`config.mk`:
```
export PLATFORM = sky130hd
export DESIGN_NAME = xoclk_ctrl
export DESIGN_NICKNAME = d
export VERILOG_FILES = /design/src/rtl/xoclk_pkg.sv /design/src/rtl/xoclk_nco.sv /design/src/rtl/xoclk_ctrl.sv
export SDC_FILE = /design/constraint.sdc
export NUM_CORES = 1
export LEC_CHECK = 0
export ABC_AREA = 1
export BUFFER_PORTS_ARGS = -buffer_cell sky130_fd_sc_hd__clkbuf_2
export CORE_ASPECT_RATIO = 1.75
export CORE_UTILIZATION = 40
export CTS_CLUSTER_SIZE = 20
export DETAILED_ROUTE_END_ITERATION = 7
export GPL_TIMING_DRIVEN = 0
export HOLD_SLACK_MARGIN = 0.1
export PLACE_DENSITY_LB_ADDON = 0.15
export SETUP_SLACK_MARGIN = 0.4
export SYNTH_ARGS = -nofsm -noshare
export SYNTH_HDL_FRONTEND = slang
export SYNTH_SLANG_ARGS = --single-unit
```
`constraint.sdc`:
```
create_clock -name i_clk -period 3.68 [get_ports i_clk]
set_input_delay 0.736 -clock i_clk [delete_from_list [all_inputs] [get_ports i_clk]]
set_output_delay 0.736 -clock i_clk [all_outputs]
set_load 0.01 [all_outputs]
```
`src/rtl/xoclk_pkg.sv`:
```
// Shared types and constant helpers for the xoclk clock-pattern controller.
package xoclk_pkg;

  localparam int XO_PW = 32;

  typedef enum logic [1:0] {
    ST_IDLE = 2'd0,
    ST_RUN  = 2'd1,
    ST_PEND = 2'd2,
    ST_RAMP = 2'd3
  } xo_state_e;

  // Largest step that keeps the NCO below Nyquist: 2^(pw-1)-1.
  function automatic logic [63:0] xo_step_max(input int pw);
    return (64'd1 << (pw - 1)) - 64'd1;
  endfunction

  // Per-wrap step change limit used when ramping: 2^(pw-8).
  function automatic logic [63:0] xo_ramp_delta(input int pw);
    return 64'd1 << (pw - 8);
  endfunction

endpackage

```
`src/rtl/xoclk_nco.sv`:
```
// 4-subsample NCO: phase accumulator, sub-phase adders, registered MSB-first word and wrap flag.
module xoclk_nco
  import xoclk_pkg::*;
#(
  parameter int PW = XO_PW
) (
  input  logic          i_clk,
  input  logic          i_areset_n,
  input  logic          i_run,
  input  logic          i_clear,
  input  logic [PW-1:0] i_step,
  output logic [3:0]    o_word,
  output logic          o_wrap
);

  logic [PW-1:0] r_phase;
  logic [3:0]    r_word;
  logic [PW-1:0] w_p1;
  logic [PW-1:0] w_p2;
  logic [PW-1:0] w_p3;
  logic [PW+1:0] w_sum4;

  assign w_p1   = r_phase + i_step;
  assign w_p2   = r_phase + {i_step[PW-2:0], 1'b0};
  assign w_p3   = w_p1 + {i_step[PW-2:0], 1'b0};
  // Two spare bits hold the carry of phase+4*step; any of them set means a wrap.
  assign w_sum4 = {2'b00, r_phase} + {i_step, 2'b00};
  assign o_wrap = i_run & (w_sum4[PW+1:PW] != 2'b00);
  assign o_word = r_word;

  always_ff @(posedge i_clk or negedge i_areset_n) begin
    if (!i_areset_n) begin
      r_phase <= '0;
      r_word  <= 4'b0000;
    end else if (!i_run) begin
      r_phase <= '0;
      r_word  <= 4'b0000;
    end else begin
      r_word  <= {r_phase[PW-1], w_p1[PW-1], w_p2[PW-1], w_p3[PW-1]};
      r_phase <= i_clear ? '0 : w_sum4[PW-1:0];
    end
  end

endmodule

```
`src/rtl/xoclk_ctrl.sv`:
```
// Clock-pattern controller: step handshake, glitch-free update at phase wrap, timeout force.
// Optional macro XOCLK_RAMP_EN replaces the single-jump update with a rate-limited ramp.
module xoclk_ctrl
  import xoclk_pkg::*;
#(
  parameter int PW      = XO_PW,
  parameter int TIMEOUT = 1024,
  parameter int TW      = 11
) (
  input  logic          i_clk,
  input  logic          i_areset_n,
  input  logic          i_cfg_valid,
  output logic          o_cfg_ready,
  input  logic [PW-1:0] i_cfg_step,
  output logic [3:0]    o_word,
  output logic          o_active,
  output logic [PW-1:0] o_step,
  output logic          o_forced
);

  localparam logic [PW-1:0] L_STEP_MAX = PW'(xo_step_max(PW));
  localparam logic [TW-1:0] L_TMO_LAST = TW'(TIMEOUT - 1);

  xo_state_e     r_state;
  xo_state_e     w_next;
  logic [PW-1:0] r_step;
  logic [PW-1:0] r_pending;
  logic [TW-1:0] r_timer;
  logic          r_ready;
  logic          r_active;
  logic          r_forced;

  logic          w_accept;
  logic          w_wrap;
  logic          w_tmo;
  logic          w_run;
  logic          w_clr;
  logic          w_forced;
  logic          w_load_step;
  logic          w_load_pend;
  logic [PW-1:0] w_step_in;
  logic [PW-1:0] w_new_step;

`ifdef XOCLK_RAMP_EN
  localparam logic [PW-1:0] L_RAMP_DELTA = PW'(xo_ramp_delta(PW));

  function automatic logic [PW-1:0] ramp_next(input logic [PW-1:0] cur, input logic [PW-1:0] tgt);
    logic [PW-1:0] diff;
    if (cur < tgt) begin
      diff = tgt - cur;
      ramp_next = (diff > L_RAMP_DELTA) ? (cur + L_RAMP_DELTA) : tgt;
    end else begin
      diff = cur - tgt;
      ramp_next = (diff > L_RAMP_DELTA) ? (cur - L_RAMP_DELTA) : tgt;
    end
  endfunction
`endif

  assign w_accept  = i_cfg_valid & r_ready;
  assign w_step_in = (i_cfg_step > L_STEP_MAX) ? L_STEP_MAX : i_cfg_step;
  assign w_tmo     = (r_timer == L_TMO_LAST);

  assign o_cfg_ready = r_ready;
  assign o_active    = r_active;
  assign o_step      = r_step;
  assign o_forced    = r_forced;

  xoclk_nco #(.PW(PW)) u_nco (
    .i_clk      (i_clk),
    .i_areset_n (i_areset_n),
    .i_run      (w_run),
    .i_clear    (w_clr),
    .i_step     (r_step),
    .o_word     (o_word),
    .o_wrap     (w_wrap)
  );

  // Next-state and datapath control decode.
  always_comb begin
    w_next      = r_state;
    w_run       = 1'b0;
    w_clr       = 1'b0;
    w_forced    = 1'b0;
    w_load_step = 1'b0;
    w_load_pend = 1'b0;
    w_new_step  = r_step;
    case (r_state)
      ST_IDLE: begin
        if (w_accept && (i_cfg_step != '0)) begin
          w_load_step = 1'b1;
          w_new_step  = w_step_in;
          w_next      = ST_RUN;
        end else begin
          w_next = ST_IDLE;
        end
      end
      ST_RUN: begin
        w_run = 1'b1;
        if (w_accept) begin
          w_load_pend = 1'b1;
`ifdef XOCLK_RAMP_EN
          w_next = ST_RAMP;
`else
          w_next = ST_PEND;
`endif
        end else begin
          w_next = ST_RUN;
        end
      end
`ifdef XOCLK_RAMP_EN
      ST_RAMP: begin
        w_run = 1'b1;
        if (w_wrap || w_tmo) begin
          w_load_step = 1'b1;
          w_new_step  = ramp_next(r_step, r_pending);
          w_forced    = ~w_wrap;
          if (w_new_step != r_pending) begin
            w_clr  = ~w_wrap;
            w_next = ST_RAMP;
          end else if (r_pending == '0) begin
            w_clr  = 1'b1;
            w_next = ST_IDLE;
          end else begin
            w_clr  = ~w_wrap;
            w_next = ST_RUN;
          end
        end else begin
          w_next = ST_RAMP;
        end
      end
`else
      ST_PEND: begin
        w_run = 1'b1;
        // A wrap in the same cycle as the timeout takes the clean path.
        if (w_wrap || w_tmo) begin
          w_load_step = 1'b1;
          w_new_step  = r_pending;
          w_forced    = ~w_wrap;
          w_clr       = ~w_wrap | (r_pending == '0);
          w_next      = (r_pending == '0) ? ST_IDLE : ST_RUN;
        end else begin
          w_next = ST_PEND;
        end
      end
`endif
      default: begin
        w_clr  = 1'b1;
        w_next = ST_IDLE;
      end
    endcase
  end

  // State, step registers, timer and registered status outputs.
  always_ff @(posedge i_clk or negedge i_areset_n) begin
    if (!i_areset_n) begin
      r_state   <= ST_IDLE;
      r_step    <= '0;
      r_pending <= '0;
      r_timer   <= '0;
      r_ready   <= 1'b1;
      r_active  <= 1'b0;
      r_forced  <= 1'b0;
    end else begin
      r_state  <= w_next;
      r_ready  <= (w_next == ST_IDLE) || (w_next == ST_RUN);
      r_active <= (w_next != ST_IDLE);
      r_forced <= w_forced;
      if (w_load_step) begin
        r_step <= w_new_step;
      end else begin
        r_step <= r_step;
      end
      if (w_load_pend) begin
        r_pending <= w_step_in;
      end else begin
        r_pending <= r_pending;
      end
      if (w_load_pend || w_load_step) begin
        r_timer <= '0;
      end else if ((r_state == ST_PEND) || (r_state == ST_RAMP)) begin
        r_timer <= r_timer + {{(TW-1){1'b0}}, 1'b1};
      end else begin
        r_timer <= r_timer;
      end
    end
  end

endmodule

```
==> impl_metrics.yaml <==
yosys:
  synthDistinctLibCells: 48
  ys_seq_area_frac: 0.291
  synth_ff_type: "dfrtp_1"
  synth_edf_count: 0
  syn_area_per_cell_um2: 7.39
  synth_top_area_share: 0.289
  synthesis.area_mm2: 0.00980
  yosysTopAreaCell: "dfrtp_1"
  synth_seq_cells: 114
  postSynthCellCount: 1327
  synthesis.nets: 1485
  synth_area_leaders: "dfrtp_1, ha_1, nand2_1"
  yosysWarnings: 0
  async_flop_share: 1.00
floorplan:
  die_w_um: 120
  fp.dieH_um: 209
  io_pins: 74
  start_util: 0.408
  coreArea_mm2: 0.0240
  rows: 75
  die_area_mm2: 0.0252
cts:
  cts_buffer_depth: 2
  path_clk_slew_ns: 0.05
  cts_tree: "built"
  ctsHoldBuffers: 0
  cts.sinks: 114
  cts-htree-levels: 4
  numCtsBuffers: 17
  clk-insertion-delay-late_ns: 0.42
  cts-root-buf: "clkbuf_16"
routing:
  drtIter0Drc: 366
  via_per_inst: 5.23
  wire_per_inst_um: 16.5
  routed_wirelength_mm: 29.4
  drtPass1Iterations: 5
  drc: 0
  ant_nets: 0
  num_vias: 9292
setup_path:
  cp.arrival_ns: 3.50
  rr_worst_depth: 16
  cp.required_ns: 3.98
  startpoint_type: "flip-flop"
  critPathCaptureType: "flip-flop"
  critical_path_class: "flip-flop to flip-flop"
  path_max_fanout: 5
sta:
  fin_worst_skew_ns: 0.0100
  timing.final.hold_violations: 0
  maxSlewHeadroom: 0.300
  rsz0062_at_grt: "true"
  worst_slew_pin_slew_ns: 1.04
  fin_tns_setup_ns: 0
  post-route-period-util: 0.870
  setup_viol: 0
  setup_ws_ns: 0.478
  final-max-slew-violation-count: 0
  fin_crit_ns: 3.20
  fmax_mhz: 312
global_route:
  grt_max_degree: 94
  grt_pass1_vias: 9517
  grt_pass1_wl_mm: 46.9
  track_usage: 0.241
  antenna_found_initial: 0
  gr-total-overflow: 0
final_layout:
  fill_cells: 2378
  diodes: 0
  final_cell_mix: "nand2_1, inv_1, ha_1, dfrtp_1, o21ai_0"
  nets: 1616
  synthToLayoutAreaGrowth_pct: 24.8
  drive_above_1_share: 0.255
  layout_commonest_cell: "nand2_1"
worst_hold_path:
  hp-class: "input pin to async pin"
placement:
  numPortBuffers: 73
  hpwl_mm: 22.8
  place.gp.congestion: 0.915
  pre_cts_slack_ns: -0.408
power_and_ir_drop:
  power.density_mw_per_mm2: 1050
  ir_worst_vdd_uv: 475
  power.static_leakage_nw: 6.03
  power_mw: 12.8
status:
  status: "finished clean"
run:
  drv_cap: 0
[metrics by stage]
step,std cells,instance area (um^2),hold WS [ns],util
finish,1777,12200,0.189,0.509
global route,1777,12200,0.187,0.509
CTS,1755,11800,0.178,0.493
detailed placement,1709,10600,0.478,0.441
global placement,1708,10600,0.474,0.439
floorplan,1327,9800,0.440,-
[flip-flops by register name (all words and copies together), names as in the netlist]
signal / cells
o_forced: 1
o_cfg_ready: 1
r_pending: 32
r_state: 2
o_active: 1
u_nco.o_word: 4
o_step: 32
r_timer: 11
u_nco.r_phase: 30
[per-layer routing]
| metal | vias up | global-route usage | routed length (um) |
|---|---|---|---|
| met4 | 0 | 0.112 | 1360 |
| met2 | 162 | 0.469 | 15900 |
| li1 | 4676 | - | - |
| met5 | - | 0 | 0 |
| met1 | 4381 | 0.250 | 11400 |
| met3 | 73 | 0.0292 | 673 |
[logic make-up after synthesis]
kind of cell,after synthesis,share of synthesized area
buffers and inverters,185,0.0786
and+or+nand+nor,594,0.270
adders and majority gates,123,0.158
xor gates and xnor gates,56,0.0500
DFF,114,0.291
AOI/OAI and AO/OA,255,0.152
[worst max-delay path, cell delays in order (launching register included)]
cell      delay (ns)
dfrtp_2         0.46
ha_4            0.29
a21oi_2         0.17
o21a_1          0.16
nor3_1          0.05
nor2_1          0.21
nand3_4         0.18
a31oi_4         0.22
xor2_1          0.16
ha_1            0.27
buf_4           0.15
a211oi_4        0.25
nand3_2         0.14
a21oi_4         0.18
nand2_1         0.07
nand2_1         0.07
nor2_2          0.05
[where the power goes]
group / leakage (nW) / switching (mW) / internal (mW)
clock network: 0.294 / 0.582 / 1.11
registers: 1.40 / 0.619 / 1.81
logic: 4.33 / 5.27 / 3.46
[worst paths after layout]
path                               from                end  slack (ns)
max reg2reg                  o_step[15]    u_nco.o_word[0]        0.48
min in group i_clk         r_pending[4]       r_pending[4]        0.49
min                          i_areset_n  u_nco.r_phase[25]        0.19
min reg2reg                r_pending[4]       r_pending[4]        0.49
max                          o_step[15]    u_nco.o_word[0]        0.48
max in group asynchronous    i_areset_n   u_nco.r_phase[3]        2.74
[cells in the mapped netlist (2+ instances only)]
cell	instances
nand2_1	340
inv_1	152
ha_1	122
dfrtp_1	113
o21ai_0	93
a21oi_1	89
nor2_1	79
nand3_1	55
o21ai_2	32
xor2_1	32
nor2_2	31
nand4_1	24
xnor2_1	24
clkbuf_1	17
nand2_2	16
nor3_1	16
nor4_1	11
or2_2	11
a31oi_1	9
buf_6	8
o211ai_1	5
buf_2	4
o21a_1	4
o21bai_1	4
a21o_1	3
inv_2	3
o21ai_1	3
o221ai_1	3
a211oi_1	2
a21boi_0	2
nand3_2	2
nand3b_1	2
[cell type report]
cell class                      instances  area, um^2  share of cell area
Sequential cell                       114        2890               0.236
Buffer                                 30         189              0.0154
Timing Repair Buffer                  112         694              0.0568
Tap cell                              308         385              0.0315
Inverter                              155         582              0.0476
Clock inverter                         10         134              0.0109
Clock buffer                           20         467              0.0381
Multi-Input combinational cell       1028        6900               0.564
[repair_timing]
| action | in CTS | in global routing |
|---|---|---|
| pin swaps | 17 | 39 |
| resized for setup | 97 | 57 |
| buffers inserted | 16 | 22 |
| endpoints found under the setup margin | 1 | 1 |
No activity file was read; power rests on OpenSTA's default activity.
